$ cat config.mk
export PLATFORM = sky130hd
export DESIGN_NAME = pn_feedback
export DESIGN_NICKNAME = d
export VERILOG_FILES = /design/src/rtl/pn_pkg.sv /design/src/rtl/pn_feedback.sv
export SDC_FILE = /design/constraint.sdc
export NUM_CORES = 1
export LEC_CHECK = 0
export CAP_MARGIN = 20
export CELL_PAD_IN_SITES_DETAIL_PLACEMENT = 1
export CELL_PAD_IN_SITES_GLOBAL_PLACEMENT = 2
export CORE_MARGIN = 5
export CORE_UTILIZATION = 15
export DETAILED_ROUTE_END_ITERATION = 8
export GPL_TIMING_DRIVEN = 0
export PLACE_DENSITY = 0.83
export SLEW_MARGIN = 15
export SYNTH_ARGS = -nofsm -noshare
export SYNTH_HDL_FRONTEND = slang
export SYNTH_SLANG_ARGS = --single-unit
export TNS_END_PERCENT = 50
$ cat constraint.sdc
create_clock -name vclk -period 2.3
set_input_delay 0.46 -clock vclk [all_inputs]
set_output_delay 0.46 -clock vclk [all_outputs]
set_load 0.02 [all_outputs]
$ cat src/rtl/pn_pkg.sv
// Shared definitions for the PN generator/checker pair: register length limits,
// checker state encoding and helpers for the active-length mask.
package pn_pkg;

  localparam int PN_MAX_LEN = 13;
  localparam int PN_N_MIN   = 2;

  typedef enum logic [1:0] {
    IDLE,
    LOAD,
    VERIFY,
    LOCKED
  } pn_state_t;

  // Bits [n-1:0] set; lengths beyond the register width saturate to all ones.
  function automatic logic [PN_MAX_LEN-1:0] len_mask(input logic [3:0] n);
    logic [PN_MAX_LEN-1:0] m;
    m = '0;
    for (int i = 0; i < PN_MAX_LEN; i++) begin
      if (i < int'(n)) m[i] = 1'b1;
    end
    return m;
  endfunction

  function automatic logic len_legal(input logic [3:0] n);
    return (n >= 4'(PN_N_MIN)) && (n <= 4'(PN_MAX_LEN));
  endfunction

endpackage

$ cat src/rtl/pn_feedback.sv
// LFSR feedback parity: XOR of the state bits selected by the polynomial taps,
// restricted to the active register length. Shared by generator and checker.
module pn_feedback
  import pn_pkg::*;
(
  input  logic [PN_MAX_LEN-1:0] state,
  input  logic [PN_MAX_LEN-1:0] char_poly,
  input  logic [3:0]            n,
  output logic                  fb
);

  assign fb = ^(state & char_poly & len_mask(n));

endmodule

* Yosys cells after proc, flatten, opt, wreduce, memory -nomap -nowiden
Cells that the tools add are included.
Word-level totals: register bits 0, bits in latches 0, memory bits (writable) 0, bits in read-only memories 0, input port bits 30, output and inout port bits 1, logic and storage cells 29, memories 0
Cells by class: $add $sub $neg 0, multipliers 0, div/mod/pow operators 0, $lt $le $gt $ge 13, equal/unequal tests 0, shift operators 0, muxes and demuxes 13, bitwise gates (word level) 2, reductions and logical operators 1
Operator list (number):
- bitwise AND 13 bit | 2
- less-than comparator 4 bit (first input constant) | 5
- less-than comparator 3 x 4 -> 1 bit (first input constant) | 4
- two-way mux 1 bit | 13
- parity 13 bit | 1
- less-than comparator 1 x 4 -> 1 bit (first input constant) | 2
- less-than comparator 2 x 4 -> 1 bit (first input constant) | 2

* Logic depth before layout (Yosys ltp)
word-level depth 4, gate-level depth with buffers 6, depth with buffers taken out 5

* Worst setup path after synthesis
OpenSTA, ideal clock, no wires.
kind input port to output port, start input n[1], end output fb, arrival 1807 ps, data required time 1840 ps, slack 33 ps, stages on the path 5, path buffers 0, path through or2_1 o311a_1 xnor3_1 xor2_1 xnor3_1
On the way: longest elaborated chain between the ends 4, elaborated cells on any way between the ends 28, classes of those cells order compare (13); mux (13); bitwise (1); reduce/logical (1)
RTL lines:
- start, declared | RTL line pn_feedback.sv:8 | input logic [3:0] n,
- less-than comparator 1 x 4 -> 1 bit, or another cell as far along | RTL line pn_pkg.sv:20 | if (i < int'(n)) m[i] = 1'b1;
- two-way mux 1 bit | RTL line pn_pkg.sv:20
- bitwise AND 13 bit * | RTL line pn_feedback.sv:12 | assign fb = ^(state & char_poly & len_mask(n));
- parity 13 bit * | RTL line pn_feedback.sv:12
- end, declared | RTL line pn_feedback.sv:9 | output logic fb
Every way passes the cells marked *; elsewhere a longest branch is shown, timed or not.

* Final worst setup path
start input n[0], end output fb
The elaborated chain is that of the path after synthesis.

==> summary.txt <==
Global routing
  • Total routing usage reported by global routing: 0.0849
  • Vias in the first global route: 554
  • Remaining Overflow, GRT: 0
  • Initial antenna violation count: 0
  • Largest net degree at the start of global routing: 9
  • First-pass GRT wire length: 2370 µm

Die
  • Die ar.: 0.00326 mm²
  • Effective utilization at floorplan: 0.153
  • Core area: 0.00217 mm²
  • Std-Cell Rows: 17
  • Num ports: 31
  • Overall die width: 57.1 µm
  • Die Ht: 57.1 µm

Route
  • Avg WL per Cell: 12.0 µm
  • Total number of vias: 522
  • Initial DRT Pass Iterations: 2
  • Initial drt markers: 1
  • DRC viols: 0
  • Routed Antenna Nets: 0
  • Via/cell ratio: 4.58
  • DRT Wirelength: 1360 µm

STA
  • Rel. slew slack: 0.823
  • Setup WS post-layout: -189 ps
  • Worst Tran Pin Value: 264 ps
  • Final min period: 2490 ps
  • Final period util: 1.08
  • Setup violators final: 1
  • Endpoints failing hold: 0
  • Max Slew Vio Count: 0
  • FMAX: 402 MHz
  • RSZ-0062 raised after global routing: true

Finish
  • Clock buf count: 0
  • Filler cells: 285
  • Share of cells above drive strength 1: 0.267
  • Multi-input gate area: 333 µm²
  • Sequential cell count: 0
  • FF/Latch Area: 0 µm²
  • Ant. Diodes: 0
  • Nets: 118
  • P&R area growth vs syn: 134%
  • Finished Cell Area: 779 µm²

Synth
  • Unique cell type count in the Yosys netlist: 27
  • Mapped Avg Cell Area: 7.24 µm²
  • YS warnings: 0
  • Top post-synthesis cells by area: xnor3_1 14%, nand2_1 9.0%, xnor2_1 7.9%
  • Mapped cell area: 333 µm²
  • Post-synth top area share: 0.135
  • Post-Synthesis Cells: 46
  • Cell taking the most area after synthesis: xnor3_1
  • Register area share after synthesis: 0
  • Mapped Nets: 76

Placement
  • PortBufs: 31
  • Worst slack, placed: -1120 ps
  • DP Area: 678 µm²
  • Routability Congestion: 0.775
  • Detailed-placement wirelength estimate: 1130 µm

Power and ir drop
  • VDD IR-drop max: 175 µV
  • Design Power: 172 µW
  • Leakage: 0.331 nW
  • Power per cell area: 220 mW/mm²

Status
  • Failing checks: setup timing
  • Status: complete, but fails checks

Worst setup path
  • Crit-path leading delay family: XOR/XNOR gates
  • CP dominant cell by count: xnor3_1
  • Startpoint type of the worst setup path: input pin
  • Crit path kind: input pin to output port
  • Slowest stage delay, CP: 420 ps
  • Worst endpoint data arrival time: 2030 ps
  • Crit path max fanout: 5
  • Worst Path Required: 1840 ps
  • Crit-path cells: buf_8, or2_1, o311a_1, xnor3_1, xor2_1, xnor3_1, buf_6
  • Slowest-stage cell, CP: xnor3_1
  • Setup crit end kind: output port
  • CP Buf/Inv Count: 2

Clocking
  • # hold bufs at CTS: 0

Flow run
  • Max-cap violation count: 0

Hold path
  • Hold WC Path Type: input pin to output port
-- timing repair --
action / CTS / global route
pin swaps: 10 / 4
endpoints found under the setup margin: 1 / 1
hold endpoints to repair: 0 / 0
setup buffers: 9 / 0
resized for setup: 40 / 4
-- per-stage QoR --
stage | util | TNS, ps | hold WS, ps | instances
after floorplan | - | 0 | 1460 | 46
after global routing | 0.359 | -270 | 1640 | 114
after global placement | 0.313 | -1110 | 2360 | 105
after CTS | 0.352 | -235 | 1620 | 114
after detailed placement | 0.313 | -1120 | 2360 | 105
final | 0.359 | -189 | 1610 | 114
-- placed cells by master (no fill, tap or decap), types with 2 or more instances in the layout --
cell	n
clkdlybuf4s50_1	20
nand2_1	8
buf_4	8
buf_6	6
nand3_1	5
dlygate4sd2_1	4
xnor2_1	3
o211ai_1	2
xor2_1	2
xnor3_1	2
dlymetal6s2s_1	2
-- logic make-up after synthesis --
group	after synthesis	share of synthesized area
and+or+nand+nor	20	0.323
xor gates and xnor gates	7	0.267
muxes	1	0.0301
AOI/OAI and AO/OA	15	0.338
buffers and inverters	3	0.0413
-- worst min-delay path, delay by kind of cell --
family | cells | cell delay (ps)
AO/OA/AOI/OAI | 2 | 160
XOR/XNOR | 1 | 290
buffers and inverters | 2 | 230
-- power by group --
group / total, mW / internal, mW / switching [mW]
Combinational: 0.172 / 0.110 / 0.0618
Sequential: 0 / 0 / 0
Clock: 0 / 0 / 0
Total: 0.172 / 0.110 / 0.0618
-- metal layers --
layer | part of all wire | GRT usage | wire [µm]
met5 | 0 | 0 | 0
met4 | 0 | 0 | 0
met3 | 0.066 | 0.0204 | 90
met2 | 0.54 | 0.178 | 741
met1 | 0.39 | 0.0885 | 531
-- area by class of cell --
cell class / instances / area share
repair buffers: 40 / 0.494
multi-input cells: 43 / 0.427
well taps: 28 / 0.0449
plain buffers: 2 / 0.0289
inverters: 1 / 0.00482
-- cells in the mapped netlist (2+ instances only) --
| library cell | count |
|---|---|
| a21oi_1 | 2 |
| buf_2 | 2 |
| nand2_1 | 8 |
| nand3_1 | 5 |
| o211ai_1 | 2 |
| o21ai_0 | 2 |
| xnor2_1 | 3 |
| xnor3_1 | 2 |
| xor2_1 | 2 |
-- final timing paths --
check,start,slack [ps],depth (start not counted),endpoint
worst max-delay path,n[0],-190,7,fb
worst min-delay path,n[1],1610,5,fb
(Power assumes the default switching activity.)
